`src/rtl/floor_request_dispatcher_if.sv`:
```
// Call-button / elevator-controller bundle seen by the floor request dispatcher.
// master: the dispatcher itself. slave: the environment (buttons + controller).
interface floor_request_dispatcher_if;
  logic [3:0] btn_call;
  logic [1:0] cur_floor;
  logic       door_open;
  logic [1:0] req_floor;
  logic       req_valid;
  logic [3:0] pending;
  logic       fault;

  modport master (
    input  btn_call, cur_floor, door_open,
    output req_floor, req_valid, pending, fault
  );

  modport slave (
    output btn_call, cur_floor, door_open,
    input  req_floor, req_valid, pending, fault
  );
endinterface

```
`src/rtl/floor_request_dispatcher.sv`:
```
// Floor request dispatcher: debounces 4 call buttons into latched requests and
// hands them one at a time to the elevator controller in SCAN order.
// Optional WAIT_ARRIVE watchdog enabled by defining DISPATCH_TIMEOUT_EN.

// One call-button lane: 2-FF synchronizer plus saturating debounce counter.
// press pulses for one cycle when a stable-high run reaches DEBOUNCE_CYCLES.
module floor_btn_lane #(
  parameter int DEBOUNCE_CYCLES = 16
) (
  input  logic clk,
  input  logic reset,
  input  logic btn,
  output logic press
);
  localparam int CW = $clog2(DEBOUNCE_CYCLES + 1);
  localparam logic [CW-1:0] CNT_MAX = CW'(DEBOUNCE_CYCLES);
  localparam logic [CW-1:0] CNT_ARM = CW'(DEBOUNCE_CYCLES - 1);

  logic [1:0]    sync;
  logic [CW-1:0] cnt;

  // synchronize, then count stable-high cycles; any low sample restarts the run
  always_ff @(posedge clk or negedge reset) begin
    if (!reset) begin
      sync <= '0;
      cnt  <= '0;
    end else begin
      sync <= {sync[0], btn};
      if (!sync[1])            cnt <= '0;
      else if (cnt != CNT_MAX) cnt <= cnt + 1'b1;
    end
  end

  // fires on the edge the count reaches the limit; saturation blocks re-trigger
  assign press = sync[1] && (cnt == CNT_ARM);
endmodule

module floor_request_dispatcher #(
  parameter int DEBOUNCE_CYCLES = 16,
  parameter int TIMEOUT_CYCLES  = 1024
) (
  input  logic                        clk,
  input  logic                        reset,
  floor_request_dispatcher_if.master  bus
);
  localparam int NUM_LANES = 4;

  typedef enum logic [1:0] {IDLE, DISPATCH, WAIT_ARRIVE, WAIT_CLOSE} state_t;

  state_t               state, state_nxt;
  logic [NUM_LANES-1:0] press, clr;
  logic [NUM_LANES-1:0] pending, pending_nxt;
  logic [1:0]           req_floor, req_floor_nxt;
  logic                 req_valid, req_valid_nxt;
  logic                 dir_up, dir_up_nxt;
  logic [1:0]           target;
  logic                 target_up;
  logic [NUM_LANES-1:0] above_eq, below, above, below_eq;
  logic                 arrived;

  // per-floor input conditioning
  for (genvar i = 0; i < NUM_LANES; i++) begin : g_lane
    floor_btn_lane #(.DEBOUNCE_CYCLES(DEBOUNCE_CYCLES)) u_lane (
      .clk   (clk),
      .reset (reset),
      .btn   (bus.btn_call[i]),
      .press (press[i])
    );
  end

  function automatic logic [1:0] lowest(input logic [NUM_LANES-1:0] v);
    lowest = '0;
    for (int i = NUM_LANES - 1; i >= 0; i--) if (v[i]) lowest = 2'(i);
  endfunction

  function automatic logic [1:0] highest(input logic [NUM_LANES-1:0] v);
    highest = '0;
    for (int i = 0; i < NUM_LANES; i++) if (v[i]) highest = 2'(i);
  endfunction

  // SCAN target: keep direction while requests lie ahead, otherwise reverse
  always_comb begin
    above_eq  = pending & (4'b1111 << bus.cur_floor);
    below     = pending & ~above_eq;
    above     = pending & (4'b1110 << bus.cur_floor);
    below_eq  = pending & ~above;
    target    = '0;
    target_up = dir_up;
    if (dir_up) begin
      if (|above_eq) target = lowest(above_eq);
      else begin
        target_up = 1'b0;
        target    = highest(below);
      end
    end else begin
      if (|below_eq) target = highest(below_eq);
      else begin
        target_up = 1'b1;
        target    = lowest(above);
      end
    end
  end

  assign arrived = (bus.cur_floor == req_floor) && bus.door_open;

`ifdef DISPATCH_TIMEOUT_EN
  localparam int TW = $clog2(TIMEOUT_CYCLES + 1);
  logic [TW-1:0] wait_cnt;
  logic          timed_out;
  logic          fault, fault_nxt;

  // cycles spent in WAIT_ARRIVE; zero on every entry
  always_ff @(posedge clk or negedge reset) begin
    if (!reset)                    wait_cnt <= '0;
    else if (state != WAIT_ARRIVE) wait_cnt <= '0;
    else                           wait_cnt <= wait_cnt + 1'b1;
  end

  assign timed_out = (state == WAIT_ARRIVE) && (wait_cnt == TW'(TIMEOUT_CYCLES - 1));
`endif

  // next state, request register updates and pending retirement
  always_comb begin
    state_nxt     = state;
    req_floor_nxt = req_floor;
    req_valid_nxt = req_valid;
    dir_up_nxt    = dir_up;
    clr           = '0;
`ifdef DISPATCH_TIMEOUT_EN
    fault_nxt     = 1'b0;
`endif
    case (state)
      IDLE:        if (|pending) state_nxt = DISPATCH;
      DISPATCH: begin
        req_floor_nxt = target;
        dir_up_nxt    = target_up;
        req_valid_nxt = 1'b1;
        state_nxt     = WAIT_ARRIVE;
      end
      WAIT_ARRIVE: begin
        // arrival beats a coincident timeout: the request was served
        if (arrived) begin
          clr[req_floor] = 1'b1;
          req_valid_nxt  = 1'b0;
          state_nxt      = WAIT_CLOSE;
        end
`ifdef DISPATCH_TIMEOUT_EN
        else if (timed_out) begin
          clr[req_floor] = 1'b1;
          req_valid_nxt  = 1'b0;
          fault_nxt      = 1'b1;
          state_nxt      = IDLE;
        end
`endif
      end
      WAIT_CLOSE:  if (!bus.door_open) state_nxt = IDLE;
      default:     state_nxt = IDLE;
    endcase
    // a press landing on the retire cycle is dropped
    pending_nxt = (pending | press) & ~clr;
  end

  // registered state and outputs
  always_ff @(posedge clk or negedge reset) begin
    if (!reset) begin
      state     <= IDLE;
      pending   <= '0;
      req_floor <= '0;
      req_valid <= 1'b0;
      dir_up    <= 1'b1;
    end else begin
      state     <= state_nxt;
      pending   <= pending_nxt;
      req_floor <= req_floor_nxt;
      req_valid <= req_valid_nxt;
      dir_up    <= dir_up_nxt;
    end
  end

`ifdef DISPATCH_TIMEOUT_EN
  // one-cycle watchdog pulse
  always_ff @(posedge clk or negedge reset) begin
    if (!reset) fault <= 1'b0;
    else        fault <= fault_nxt;
  end
  assign bus.fault = fault;
`else
  logic unused_timeout;
  assign unused_timeout = ^TIMEOUT_CYCLES;
  assign bus.fault      = 1'b0;
`endif

  assign bus.pending   = pending;
  assign bus.req_floor = req_floor;
  assign bus.req_valid = req_valid;
endmodule
```
`src/flat_wrapper.sv`:
```
// flat-port wrapper written by rule: the top's interface ports become plain ports
module floor_request_dispatcher_flat 
#(
  parameter int DEBOUNCE_CYCLES = 16,
  parameter int TIMEOUT_CYCLES  = 1024
)
  (clk, reset, bus_btn_call, bus_cur_floor, bus_door_open, bus_req_floor, bus_req_valid, bus_pending, bus_fault);
  floor_request_dispatcher_if bus_i ();
  input  logic clk;
  input  logic reset;
  input wire logic [$bits(bus_i.btn_call)-1:0] bus_btn_call;
  input wire logic [$bits(bus_i.cur_floor)-1:0] bus_cur_floor;
  input wire logic [$bits(bus_i.door_open)-1:0] bus_door_open;
  output wire logic [$bits(bus_i.req_floor)-1:0] bus_req_floor;
  output wire logic [$bits(bus_i.req_valid)-1:0] bus_req_valid;
  output wire logic [$bits(bus_i.pending)-1:0] bus_pending;
  output wire logic [$bits(bus_i.fault)-1:0] bus_fault;
  assign bus_i.btn_call = bus_btn_call;
  assign bus_i.cur_floor = bus_cur_floor;
  assign bus_i.door_open = bus_door_open;
  assign bus_req_floor = bus_i.req_floor;
  assign bus_req_valid = bus_i.req_valid;
  assign bus_pending = bus_i.pending;
  assign bus_fault = bus_i.fault;
  floor_request_dispatcher #(.DEBOUNCE_CYCLES(DEBOUNCE_CYCLES), .TIMEOUT_CYCLES(TIMEOUT_CYCLES)) u_core (.clk(clk), .reset(reset), .bus(bus_i));
endmodule
```
`config.mk`:
```
export PLATFORM = sky130hd
export DESIGN_NAME = floor_request_dispatcher_flat
export DESIGN_NICKNAME = d
export VERILOG_FILES = /design/src/rtl/floor_request_dispatcher_if.sv /design/src/rtl/floor_request_dispatcher.sv /design/src/flat_wrapper.sv
export SDC_FILE = /design/constraint.sdc
export NUM_CORES = 1
export LEC_CHECK = 0
export ABC_AREA = 0
export CAP_MARGIN = 25
export CORE_ASPECT_RATIO = 1.1
export CORE_MARGIN = 4
export CORE_UTILIZATION = 61
export CTS_CLUSTER_SIZE = 40
export DETAILED_ROUTE_END_ITERATION = 10
export MAX_ROUTING_LAYER = met4
export PLACE_DENSITY = 0.84
export SLEW_MARGIN = 20
export SYNTH_ARGS = -nofsm -noshare
export SYNTH_HDL_FRONTEND = slang
export SYNTH_SLANG_ARGS = --single-unit
```
`constraint.sdc`:
```
create_clock -name clk -period 3.7 [get_ports clk]
set_clock_uncertainty 0.1 [all_clocks]
set_input_delay 0.555 -clock clk [delete_from_list [all_inputs] [get_ports clk]]
set_output_delay 0.555 -clock clk [all_outputs]
set_load 0.01 [all_outputs]
```
==> results of run 1 <==
## cell usage after synthesis (all sizes together) (2+ instances only)
library cell | number | area, um2
a2bb2oi | 2 | 17.5
nand3 | 6 | 30.0
and2 | 5 | 31.3
xor2 | 4 | 35.0
nor4b | 3 | 26.3
nand2b | 2 | 12.5
and3 | 11 | 70.1
inv | 19 | 71.3
a21oi | 7 | 38.8
nand2 | 15 | 56.3
ha | 16 | 200
a21boi | 7 | 52.6
a311oi | 2 | 17.5
a31oi | 4 | 25.0
or4b | 3 | 41.3
dfrtp | 37 | 926
nor2b | 3 | 18.8
o21ai | 2 | 10.0
nor2 | 7 | 26.3
buf | 4 | 31.3
xnor2 | 7 | 61.3
## through the flow
stage / instances / area [um2] / util / hold WS [ps] / total power (W)
after global routing: 231 / 2120 / 0.702 / 251 / 0.00124
after floorplan: 178 / 1920 / - / 159 / 0.000816
after CTS: 231 / 2120 / 0.702 / 212 / 0.00116
final: 231 / 2120 / 0.702 / 191 / 0.00115
after detailed placement: 223 / 2070 / 0.686 / 236 / 0.000964
after global placement: 223 / 2070 / 0.686 / 235 / 0.000945
## final cells by class
class | instances | share of cell area
clock buffers | 8 | 0.0230
repair buffers | 15 | 0.0684
inverters | 19 | 0.0336
multi-input cells | 117 | 0.406
well taps | 34 | 0.0200
flip-flops and latches | 38 | 0.449
## per-layer routing
layer,vias to the layer above,part of all wire,global-route usage
met5,-,0,-
met4,0,0.017,0.0743
met3,5,0.042,0.0601
met2,24,0.51,0.324
met1,632,0.43,0.232
li1,644,-,-
## cell families (layout without fill, tap and decap cells)
family | Yosys count | in the layout | share of synthesized area
other | 1 | 1 | 0.00196
buffers and inverters | 23 | 42 | 0.0535
XOR/XNOR | 11 | 11 | 0.0503
adder cells (fa/ha/maj) | 16 | 16 | 0.104
flip-flops | 38 | 38 | 0.497
multiplexers | 2 | 2 | 0.0111
AO/OA/AOI/OAI | 31 | 31 | 0.115
AND/OR/NAND/NOR | 56 | 56 | 0.167
## path summary, 6_finish.rpt
| kind | slack [ps] | start | endpoint |
|---|---|---|---|
| max | 1580 | u_core.bus.pending[3] | bus_pending[3] |
| min reg2reg | 250 | u_core.g_lane[1].u_lane.sync[0] | u_core.g_lane[1].u_lane.sync[1] |
| max in group asynchronous | 2790 | reset | u_core.g_lane[1].u_lane.cnt[3] |
| max reg2reg | 2090 | u_core.state[0] | u_core.state[1] |
| min in group clk | 250 | u_core.g_lane[1].u_lane.sync[0] | u_core.g_lane[1].u_lane.sync[1] |
| min | 190 | reset | u_core.g_lane[0].u_lane.sync[1] |
## sequential cells by signal, indices dropped and copies added, names as in the netlist
name,flops
u_core.bus.pending,4
u_core.bus.req_floor,2
u_core.bus.req_valid,1
u_core.dir_up,1
u_core.g_lane.u_lane.cnt,20
u_core.g_lane.u_lane.sync,8
u_core.state,2
## power breakdown
| group | internal, W | total [W] | switching [W] |
|---|---|---|---|
| Clock | 0.0000757 | 0.000197 | 0.000121 |
| Combinational | 0.000195 | 0.000361 | 0.000165 |
| Sequential | 0.000488 | 0.000594 | 0.000106 |
## placed cells by master, fill, tap and decap left out, types with 3 or more instances in the layout
cell type	synthesis	layout
or4b_4	3	3
clkbuf_4	0	5
xnor2_1	7	7
nor2_1	7	7
xor2_1	4	4
clkbuf_1	0	3
dfrtp_1	37	37
and2_1	5	5
inv_1	19	19
ha_1	16	16
a31oi_1	4	4
and3_1	10	10
a21oi_1	6	6
nand3_1	6	6
a21boi_0	7	7
clkdlybuf4s50_1	0	14
nor2b_1	3	3
nand2_1	15	15
nor4b_1	3	3
==> impl_results.md, run 1 <==
- Worst setup SP type: register
- Std-Cell Rows: 21
- Die H: 66.8 um
- Max-cap violations: 0
- Sequential-to-total area share from yosys stat: 0.497
- Register area: 952 um2
- CTS HTree Levels: 2
- Synth cell types: 37
- Remaining antenna violation count after routing: 0
- Crit path max-delay family: buffers and inverters
- Area growth from synthesis to layout: 10.7%
- Status: completed
- Core area: roughly 3000 um2
- CP Cell Sequence: clkdlybuf4s50_1
- Worst-Margin Slew: 806 ps
- Worst path bufs/invs: 1
- Worst Hold Class: input pin to async pin
- FFs w/ async S/R, synth: 1.00
- Crit Path Category: register to output pin
- Final setup fails: 0
- Routed len/inst: roughly 14 um
- Number of global-route vias before repair: 1400
- #FFs+latches synth: 38
- Grt ovf: 0
- CTS sink cnt: 38
- Multi-input logic area: 862 um2
- Ant. Diodes: 0
- Worst EP arrival: 1470 ps
- First-pass GRT wire length: 5880 um
- Critical path depth: 1
- Max clock buf depth: 2
- Initial antenna violation count: 0
- DRC Markers: 0
- Clk_lat worst skew: about 340 ps
- Crit. End Element: output pin
- Filler cell count: 228
- Aggregate global-route resource usage: 0.200
- CTS tree: done
- Total wire length: 3220 um
- CTS root buf: clkbuf_4
- CP max FO: 9
- # hold bufs at CTS: 0
- Lkg Pwr: 1.01 nW
- Die footprint: 4100 um2
- Post-Synthesis Cell Area: 1920 um2
- CTS Buf Count: 5
- Final hold vios: 0
- Avg Inst Size Synth: 10.8 um2
- Req. time, crit path: roughly 3000 ps
- Initial drt markers: 35
- Period utilization: 0.574
- Layout cells sized above 1: 0.0660
- Placement Setup Slack: around 1500 ps
- Reg2reg path depth: 5
- DIE WIDTH: 61.5 um
- Syn. warnings: 0
- Syn Nets: roughly 200
- Max Clk Rate: 471 MHz
- Max rail drop VDD: 0.423 mV
- Final min period: 2120 ps
- PnR worst setup slack: 1580 ps
- Main flop type after synthesis: dfrtp_1
- Post-Syn Instances: about 180
- DP Wirelength: roughly 2500 um
- Largest net degree at the start of global routing: 39
- RSZ-0062 raised after global routing: false
- Clock transition at path regs: between 100 and 150 ps
- CTS resizes: 0
- Drt first pass iters: 4
- Post-Route Setup TNS: 0 ps
- PD cells: 543 nW/um2
- Setup bufs post-CTS: 0
- Final Max Slew Viols: 0
- Initial Utilization: 0.634
- Placer Congestion: 0.881
- Num ports: 17
- Vias: 1305
- Number of flops mapped to enable cells by yosys: 0
- Crit-path max cell delay: 600 ps
- CP max-delay cell: clkdlybuf4s50_1
- Via density: roughly 5.6
- Layout net count: 221
- Worst rel slew slack: 0.463
- Input/output buffers: 15
Power figures use the tool's default switching activity.
==> run 2, diff against run 1 <==
Settings changed: CORE_UTILIZATION 61 to 51, PLACE_DENSITY 0.84 to 0.75.
Clock period 3.7 ns to 1.9 ns, I/O delays scaled along.
==> impl_results.md, run 2 (synthesis results as in run 1) <==
- CP max-delay cell: clkdlybuf4s50_1
- DRC Markers: 0
- CTS sink cnt: 38
- Reg2reg path depth: 5
- Max clock buf depth: 2
- Cell Int Power: roughly 0.0016 W
- Period utilization: 0.938
- Initial antenna violation count: 0
- Final min period: 1780 ps
- Leading cell type in the layout, fill and taps excluded: dfrtp_1
- Worst Hold Class: register to register
- Crit path max-delay family: buffers and inverters
- RSZ-0062 raised after global routing: false
- Drt first pass iters: 4
- Remaining antenna violation count after routing: 0
- FF-to-FF setup slack: 270 ps
- Final hold vios: 0
- Via density: around 5.3
- Die H: 72.3 um
- DIE WIDTH: 66.5 um
- Most flops, register: u_core.g_lane.u_lane.cnt
- R2r startpoint: u_core.state[0]
- CTS HTree Levels: 2
- CP Cell Sequence: clkdlybuf4s50_1
- Final setup fails: 0
- Layout net count: 225
- Worst EP arrival: 1400 ps
- First-pass GRT wire length: 6050 um
- PD cells: approximately 1100 nW/um2
- Worst setup SP type: register
- Std-Cell Rows: 23
- Num ports: 17
- Worst path bufs/invs: 1
- Grt ovf: 0
- Placed Cells: 242
- Status: completed
- Crit-path max cell delay: approximately 600 ps
- Core area: 3630 um2
- Largest net degree at the start of global routing: 39
- CTS Buf Count: 5
- CTS resizes: 0
- Min-delay src: u_core.g_lane[0].u_lane.sync[0]
- Initial Utilization: 0.529
- Clk_lat worst skew: 280 ps
- Aggregate global-route resource usage: 0.170
- NetSw: 0.000825 W
- Post-Route Setup TNS: 0 ps
- Number of flip-flops under the largest register name: 20
- Final Max Slew Viols: 0
- Routed len/inst: 13.6 um
- Switching share of power: 0.336
- Layout cells sized above 1: 0.0945
- Input/output buffers: 15
- Clock transition at path regs: approximately 70 ps
- RR Endpoint: u_core.state[1]
- Max Clk Rate: 561 MHz
- Placer Congestion: about 0.83
- Crit Path Category: register to output pin
- Setup bufs post-CTS: 0
- Req. time, crit path: about 1500 ps
- Biggest regs: u_core.g_lane.u_lane.cnt x20, u_core.g_lane.u_lane.sync x8, u_core.bus.pending x4
- Hold path endpoint: u_core.g_lane[0].u_lane.sync[1]
- CTS tree: done
- Vias: 1335
- Clock power share: 0.233
- CP max FO: 9
- Commonest cells after routing, fill and taps aside: dfrtp_1 (37), inv_1 (19), ha_1 (16)
- Max-cap violations: 0
- Power share of the combinational group: 0.295
- Number of global-route vias before repair: approximately 1400
- Total wire length: 3430 um
- CTS root buf: clkbuf_8
- Ant. Diodes: 0
- Crit. End Element: output pin
- Lkg Pwr: ~1.0 nW
- Seq pwr share: 0.473
- Final Non-Filler Cells: between 200 and 300
- Area growth from synthesis to layout: 15.9%
- Initial drt markers: 94
- Max rail drop VDD: 1.01 mV
- Hold depth: 0
- DP Wirelength: 2620 um
- Die footprint: 4800 um2
## run 2: final cells by class
cell class                      instances  area [um2]
Tap cell                               50        62.6
Clock inverter                          2        12.5
Multi-Input combinational cell        117         862
Inverter                               19        71.3
Clock buffer                            6        82.6
Sequential cell                        38         952
Timing Repair Buffer                   19         178
Fill cell                             310        1410
## run 2: worst max path at each step
stage | end | cells past startpoint | startpoint | slack, ps
2_1_floorplan | u_core.state[1] | 5 | u_core.state[0] | 380
3_3_place_gp | u_core.state[1] | 5 | bus_cur_floor[0] | 110
3_5_place_dp | u_core.state[1] | 5 | bus_cur_floor[0] | 90
4_1_cts | bus_pending[3] | 1 | u_core.bus.pending[3] | 100
5_1_grt | bus_pending[3] | 1 | u_core.bus.pending[3] | 50
6_report | bus_pending[3] | 1 | u_core.bus.pending[3] | 120
## run 2: stage by stage
| stage | setup slack, ps | hold slack, ps | total power [W] | area (um2) | utilization |
|---|---|---|---|---|---|
| 3_5_place_dp | 89.5 | 239 | 0.00190 | 2120 | 0.584 |
| 5_1_grt | 53.6 | 265 | 0.00262 | 2220 | 0.612 |
| 4_1_cts | 104 | 258 | 0.00248 | 2220 | 0.612 |
| 6_report | 117 | 256 | 0.00246 | 2220 | 0.612 |
| 2_1_floorplan | 380 | -111 | 0.00159 | 1920 | - |
| 3_3_place_gp | 105 | 235 | 0.00186 | 2120 | 0.584 |
## run 2: power by group through the flow
| stage | clock (W) | sequential [W] | combinational, W |
|---|---|---|---|
| after floorplan | 0 | 0.00113 | 0.000456 |
| final | 0.000571 | 0.00116 | 0.000724 |
| after global placement | 0 | 0.00117 | 0.000688 |
| after detailed placement | 0 | 0.00118 | 0.000724 |
| after global routing | 0.000623 | 0.00119 | 0.000806 |
| after CTS | 0.000588 | 0.00116 | 0.000729 |
## run 2: worst reg2reg max path: cells and delay by family (launching register included)
family,cells,cell delay [ps]
buffers and inverters,1,80
multiplexers,1,340
flip-flops,1,400
adder cells (fa/ha/maj),1,220
AO/OA/AOI/OAI,2,380
## run 2: timing repair
action                                 in CTS  in global routing
setup endpoints to repair                   0                  0
hold buffers                                1                  0
endpoints found under the hold margin      37                  0
## run 2: per-layer routing
layer / GRT usage / share of wire
met4: 0.0406 / 0.015
met1: 0.203 / 0.42
met3: 0.0480 / 0.038
met2: 0.286 / 0.52
met5: - / 0
